==> config.mk <==
export PLATFORM = sky130hd
export DESIGN_NAME = arith_dispatcher
export DESIGN_NICKNAME = d
export VERILOG_FILES = /design/src/rtl/arith_dispatcher.sv
export SDC_FILE = /design/constraint.sdc
export NUM_CORES = 1
export LEC_CHECK = 0
export ABC_AREA = 1
export CELL_PAD_IN_SITES_DETAIL_PLACEMENT = 1
export CELL_PAD_IN_SITES_GLOBAL_PLACEMENT = 2
export CORE_MARGIN = 2
export CORE_UTILIZATION = 34
export DETAILED_ROUTE_END_ITERATION = 16
export PLACE_DENSITY_LB_ADDON = 0.25
export SETUP_SLACK_MARGIN = 0.02
export SLEW_MARGIN = 20
export SYNTH_ARGS = -nofsm -noshare
export SYNTH_HDL_FRONTEND = slang
export SYNTH_SLANG_ARGS = --single-unit
==> constraint.sdc <==
create_clock -name clk -period 2.85 [get_ports clk]
set_input_delay 0.57 -clock clk [delete_from_list [all_inputs] [get_ports clk]]
set_output_delay 0.57 -clock clk [all_outputs]
set_load 0.005 [all_outputs]
==> src/rtl/arith_dispatcher.sv <==
// arith_dispatcher
//   Command-driven sequencer sitting directly in front of the arithmetic
//   pipeline. A command (op + length) is accepted, then FP16 elements are
//   pulled from the output collector and re-issued as a registered,
//   mode-tagged stream. Softmax runs two passes: exp+sum (mode 0) while the
//   scores are buffered locally, then after a fixed drain gap a normalise
//   pass (mode 1) replayed from the buffer.
//
// Parameters
//   K         max softmax vector length (1..16)
//   PASS_GAP  idle cycles between last mode-0 and first mode-1 issue (1..15)
//
// Ports
//   clk, rst_n              clock, asynchronous active-low reset
//   cmd_valid/ready         command handshake; cmd_op, cmd_len command fields
//   dat_valid/ready         element handshake; dat_data, dat_psum element
//   arith_valid/data/psum/mode  registered issue into the pipeline
//   busy                    controller not idle
//   done                    one-cycle completion pulse, trails the last issue

module arith_dispatcher #(
  parameter int K        = 8,
  parameter int PASS_GAP = 4
) (
  input  logic        clk,
  input  logic        rst_n,
  input  logic        cmd_valid,
  output logic        cmd_ready,
  input  logic [1:0]  cmd_op,
  input  logic [7:0]  cmd_len,
  input  logic        dat_valid,
  output logic        dat_ready,
  input  logic [15:0] dat_data,
  input  logic [15:0] dat_psum,
  output logic        arith_valid,
  output logic [15:0] arith_data,
  output logic [15:0] arith_psum,
  output logic [1:0]  arith_mode,
  output logic        busy,
  output logic        done
);

  localparam int         IDX_W    = (K > 1) ? $clog2(K) : 1;
  localparam logic [7:0] K_LEN    = 8'(K);
  localparam logic [3:0] GAP_INIT = 4'(PASS_GAP);

  localparam logic [1:0] OP_SOFTMAX = 2'd0;
  localparam logic [1:0] OP_ILLEGAL = 2'd1;
  localparam logic [1:0] OP_AGG     = 2'd3;

  typedef enum logic [2:0] {
    S_IDLE,
    S_SM_EXP,
    S_SM_GAP,
    S_SM_NORM,
    S_STREAM,
    S_DONE
  } state_t;

  state_t             state_q, state_d;
  logic [1:0]         op_q, op_d;
  logic [7:0]         len_q, len_d;
  logic [7:0]         beat_cnt_q, beat_cnt_d;
  logic [IDX_W-1:0]   wr_idx_q, wr_idx_d;
  logic [IDX_W-1:0]   rd_idx_q, rd_idx_d;
  logic [3:0]         gap_q, gap_d;
  logic               arith_valid_q, arith_valid_d;
  logic [15:0]        arith_data_q, arith_data_d;
  logic [15:0]        arith_psum_q, arith_psum_d;
  logic [1:0]         arith_mode_q, arith_mode_d;
  logic               done_q, done_d;

  logic [15:0]        score_q [K];

  logic               cmd_fire;
  logic               dat_fire;
  logic               score_we;
  logic [7:0]         eff_len;
  logic               last_beat;

  // done is registered one cycle behind the DONE state so the pulse lands
  // the cycle after the final issue; masking cmd_ready with it keeps the
  // next command from being taken until the cycle after the pulse.
  assign cmd_ready   = (state_q == S_IDLE) && !done_q;
  assign dat_ready   = ((state_q == S_SM_EXP) || (state_q == S_STREAM)) &&
                       (beat_cnt_q < len_q);
  assign busy        = (state_q != S_IDLE);
  assign done        = done_q;
  assign arith_valid = arith_valid_q;
  assign arith_data  = arith_data_q;
  assign arith_psum  = arith_psum_q;
  assign arith_mode  = arith_mode_q;

  assign cmd_fire  = cmd_valid && cmd_ready;
  assign dat_fire  = dat_valid && dat_ready;
  assign score_we  = (state_q == S_SM_EXP) && dat_fire;
  assign last_beat = (beat_cnt_q == (len_q - 8'd1));

  // Softmax is capped at K elements; surplus stays upstream.
  always_comb begin
    eff_len = cmd_len;
    if ((cmd_op == OP_SOFTMAX) && (cmd_len > K_LEN)) begin
      eff_len = K_LEN;
    end
  end

  // Next-state and output computation. The issue registers only change on
  // an actual issue, so mode/data/psum hold steady through gaps and idle.
  always_comb begin
    state_d       = state_q;
    op_d          = op_q;
    len_d         = len_q;
    beat_cnt_d    = beat_cnt_q;
    wr_idx_d      = wr_idx_q;
    rd_idx_d      = rd_idx_q;
    gap_d         = gap_q;
    arith_valid_d = 1'b0;
    arith_data_d  = arith_data_q;
    arith_psum_d  = arith_psum_q;
    arith_mode_d  = arith_mode_q;
    done_d        = (state_q == S_DONE);

    case (state_q)
      S_IDLE: begin
        if (cmd_fire) begin
          op_d       = cmd_op;
          len_d      = eff_len;
          beat_cnt_d = 8'd0;
          wr_idx_d   = '0;
          rd_idx_d   = '0;
          if ((eff_len == 8'd0) || (cmd_op == OP_ILLEGAL)) begin
            state_d = S_DONE;
          end else if (cmd_op == OP_SOFTMAX) begin
            state_d = S_SM_EXP;
          end else begin
            state_d = S_STREAM;
          end
        end
      end

      S_SM_EXP: begin
        if (dat_fire) begin
          wr_idx_d      = wr_idx_q + IDX_W'(1);
          beat_cnt_d    = beat_cnt_q + 8'd1;
          arith_valid_d = 1'b1;
          arith_mode_d  = 2'd0;
          arith_data_d  = dat_data;
          arith_psum_d  = 16'd0;
          if (last_beat) begin
            state_d    = S_SM_GAP;
            gap_d      = GAP_INIT;
            beat_cnt_d = 8'd0;
          end
        end
      end

      // Leaving when the timer is at 1 makes exactly PASS_GAP issue-free
      // cycles, because the first mode-1 issue is registered one cycle
      // after SM_NORM is entered.
      S_SM_GAP: begin
        if (gap_q <= 4'd1) begin
          gap_d    = 4'd0;
          rd_idx_d = '0;
          state_d  = S_SM_NORM;
        end else begin
          gap_d = gap_q - 4'd1;
        end
      end

      S_SM_NORM: begin
        arith_valid_d = 1'b1;
        arith_mode_d  = 2'd1;
        arith_data_d  = score_q[rd_idx_q];
        arith_psum_d  = 16'd0;
        rd_idx_d      = rd_idx_q + IDX_W'(1);
        beat_cnt_d    = beat_cnt_q + 8'd1;
        if (last_beat) begin
          state_d = S_DONE;
        end
      end

      S_STREAM: begin
        if (dat_fire) begin
          beat_cnt_d    = beat_cnt_q + 8'd1;
          arith_valid_d = 1'b1;
          arith_mode_d  = op_q;
          arith_data_d  = dat_data;
          arith_psum_d  = (op_q == OP_AGG) ? dat_psum : 16'd0;
          if (last_beat) begin
            state_d = S_DONE;
          end
        end
      end

      S_DONE: begin
        state_d = S_IDLE;
      end

      default: begin
        state_d = S_IDLE;
      end
    endcase
  end

  // Controller state and registered pipeline outputs.
  always_ff @(posedge clk or negedge rst_n) begin
    if (!rst_n) begin
      state_q       <= S_IDLE;
      op_q          <= 2'd0;
      len_q         <= 8'd0;
      beat_cnt_q    <= 8'd0;
      wr_idx_q      <= '0;
      rd_idx_q      <= '0;
      gap_q         <= 4'd0;
      arith_valid_q <= 1'b0;
      arith_data_q  <= 16'd0;
      arith_psum_q  <= 16'd0;
      arith_mode_q  <= 2'd0;
      done_q        <= 1'b0;
    end else begin
      state_q       <= state_d;
      op_q          <= op_d;
      len_q         <= len_d;
      beat_cnt_q    <= beat_cnt_d;
      wr_idx_q      <= wr_idx_d;
      rd_idx_q      <= rd_idx_d;
      gap_q         <= gap_d;
      arith_valid_q <= arith_valid_d;
      arith_data_q  <= arith_data_d;
      arith_psum_q  <= arith_psum_d;
      arith_mode_q  <= arith_mode_d;
      done_q        <= done_d;
    end
  end

  // Score buffer has no reset: it is always written before being replayed.
  always_ff @(posedge clk) begin
    if (score_we) begin
      score_q[wr_idx_q] <= dat_data;
    end
  end

endmodule

==> summary.txt <==
Power and ir drop
  – Clk pwr share: 0.245
  – Maximum VDD drop: 0.000515 V
  – Flop pwr share: 0.381
  – P_int: 6.17 mW
  – Psw: 3.74 mW
  – Comb pwr share: 0.374
  – Sw Share: 0.377
  – P_leak: 4.20 nW
  – Pwr/cell area: about 920 nW/um2

Timing
  – Fmax: 0.411 GHz
  – Tcrit/Tclk final: 0.853
  – Final Hold Viols: 0
  – Final setup viols: 0
  – Clock skew: 0.0140 ns
  – Worst-Margin Slew: 0.747 ns
  – Final critical-path setup slack: 0.418 ns
  – Setup TNS: 0 ns
  – Crit path time final: 2.43 ns
  – Relative slew slack: 0.502
  – Max Slew Vio Count: 0
  – RSZ-0062 raised after global routing: no

GRT
  – Total GRT Usage: 0.177
  – Total grt overflow: 0
  – Initial antenna violation count: 0
  – Largest net degree at the start of global routing: 47
  – Number of global-route vias before repair: 6529
  – First-pass GRT wire length: 36.3 mm

Routing
  – 1st-iter DRT viols: around 270
  – WL final: about 23 mm
  – Antenna violation net count after detailed routing: 0
  – Wire per inst: 18.5 um
  – DR vias: ~6.1k
  – 1st-pass router iterations: 6
  – DRC viols: 0
  – Via density: 4.95

Worst setup path
  – Critical-path cell list: nor2_4, nand2_4, nor2_4, clkdlybuf4s50_1
  – Max stage delay on crit path: 0.51 ns
  – Crit path kind: flop to primary output
  – Worst setup EP type: primary output
  – CP max FO: 6
  – Worst Path Arrival: 1.86 ns
  – Most used cell along the critical path: nor2_4
  – CP max-delay cell: clkdlybuf4s50_1
  – Setup crit start kind: flop
  – Worst EP required: 2.28 ns

Floorplanning
  – Die H: approximately 170 um
  – Core area: 25800 um2
  – Rows: 59
  – IO Pins: 85
  – Die width: 165 um
  – Initial Utilization: 0.343
  – Die area: 27300 um2

Final layout
  – Final net count: around 950
  – Inserted Diodes: 0
  – Layout cells sized above 1: 0.115
  – Area added between synthesis and finish: 21.5%

Clocking
  – TritonCTS sink count: a little under 200
  – Hold buffers post-CTS: 0
  – CTS tree: yes
  – Clock-pin slew on the worst setup and hold paths: 0.08 ns
  – Maximum buffer depth of the clock tree: 2
  – Clock Latency Late Sink: approximately 0.44 ns
  – Clk Tree Root Cell: clkbuf_16
  – H-Tree Depth: 4
  – CTS Buf Count: 17

Yosys
  – Seq/Total Area, Yosys: 0.624
  – Cell variety after synth: 42
  – Main flop type after synthesis: edfxtp_1
  – Mapped Cells: 805
  – Synthesis-stage register bit count: 195
  – Number of synthesized flops with an enable pin: between 100 and 150
  – Most frequent cells after synthesis: nand2_1 (162), edfxtp_1 (128), nor2_1 (76)
  – Top cells by area, synth: edfxtp_1 (43%), dfrtp_1 (19%), nand2_1 (6.9%)
  – Async SR Flop Fraction: 0.344
  – Mapped Avg Cell Area: 11.0 um2
  – Yosys synthesis warning count: 0
  – Synth Cell Area: 8840 um2
  – Post-synth top area cell: edfxtp_1
  – Net count of the mapped netlist: 865
  – Synth top area share: 0.435
  – Top-count cell post-synth: nand2_1

Placement
  – HPWL Detailed: roughly 15 mm
  – Port bufs: 84
  – Gp weighted congestion: 0.731
  – Post-Place Setup Slack: 0.374 ns

Min path
  – Hold Path Class: input pin to async pin

Flow run
  – Max-Cap Viols: 0

Status
  – Status: finished clean
-- flip-flops by register name, indices dropped and copies added, names as in the netlist --
name	cells
arith_valid	1
done	1
score_q	128
arith_psum	16
wr_idx_q	3
op_q	2
state_q	3
len_q	8
arith_mode	2
gap_q	4
arith_data	16
rd_idx_q	3
beat_cnt_q	8
-- metal layers --
metal / wire (um) / track usage / up-vias
li1: - / - / 2981
met1: 10400 / 0.227 / 3062
met2: 11500 / 0.306 / 86
met3: 817 / 0.0385 / 17
met4: 211 / 0.0407 / 0
met5: 0 / 0 / -
-- repair_timing --
action,4_1_cts,5_1_grt
endpoints found under the hold margin,0,0
gates cloned,0,0
endpoints found under the setup margin,1,1
gates resized for setup,1,3
setup buffers,3,0
-- layout make-up --
cell class / instances / area [um2]
flip-flops and latches: 195 / 5520
clock inverters: 15 / 174
fillers: 2799 / 15000
multi-input cells: 524 / 2950
clock buffers: 17 / 425
well taps: 335 / 419
inverters: 49 / 194
repair buffers: 107 / 1050
-- power groups by stage --
stage / Clock, mW / Sequential, mW / Combinational (mW)
final: 2.42 / 3.78 / 3.70
after global routing: 2.58 / 3.85 / 4.19
after CTS: 2.49 / 3.79 / 3.79
after detailed placement: 0 / 3.85 / 3.72
after global placement: 0 / 3.85 / 3.67
after floorplan: 0 / 3.79 / 2.31
-- through the flow --
step	hold slack (ns)	total power, mW	utilization	std cells	area (um2)
2_1_floorplan	0.274	6.10	-	805	8840
3_3_place_gp	0.496	7.53	0.392	1207	10100
3_5_place_dp	0.502	7.57	0.392	1207	10100
4_1_cts	0.123	10.1	0.417	1242	10700
5_1_grt	0.139	10.6	0.417	1242	10700
6_report	0.114	9.91	0.417	1242	10700
-- cell usage in the layout (no fill, tap or decap), drive strengths merged --
cell type	instances
a21o	1
a21oi	21
a22o	1
a31o	1
a31oi	1
and2	1
buf	24
clkbuf	17
clkdlybuf4s50	82
clkinv	5
clkinvlp	1
dfrtp	67
dlymetal6s2s	1
edfxtp	128
ha	14
inv	58
mux2i	32
nand2	173
nand3	60
nand3b	3
nand4	6
nor2	84
nor3	11
o211ai	16
o21ai	50
o22ai	34
or2	1
xnor2	5
xor2	9
-- path summary, 6_finish.rpt --
| path | slack [ns] | cells past startpoint | start | end |
|---|---|---|---|---|
| worst max-delay path | 0.42 | 4 | state_q[1] | cmd_ready |
| worst min-delay path | 0.11 | 1 | rst_n | arith_psum[7] |
| worst max register to register | 0.43 | 9 | beat_cnt_q[7] | arith_mode[0] |
| worst min register to register | 0.51 | 2 | arith_data[7] | arith_data[7] |
| max in group asynchronous | 2.15 | 2 | rst_n | len_q[6] |
| min in group clk | 0.51 | 2 | arith_data[7] | arith_data[7] |
-- logic make-up (layout without fill, tap and decap cells) --
family | after synthesis | in the layout | synth area share
AOI/OAI and AO/OA | 125 | 125 | 0.0818
xor gates and xnor gates | 14 | 14 | 0.0139
adders and majority gates | 14 | 14 | 0.0198
buffers and inverters | 86 | 188 | 0.0430
muxes | 32 | 32 | 0.0362
and+or+nand+nor | 339 | 339 | 0.181
DFF | 195 | 195 | 0.624
-- worst max-delay path: cells and delay by family, from the launching register on --
family,cells,cell delay (ns)
simple gates,3,0.42
buf+inv,1,0.51
flops,1,0.49
Note: power is estimated with default switching activity, not from simulation.
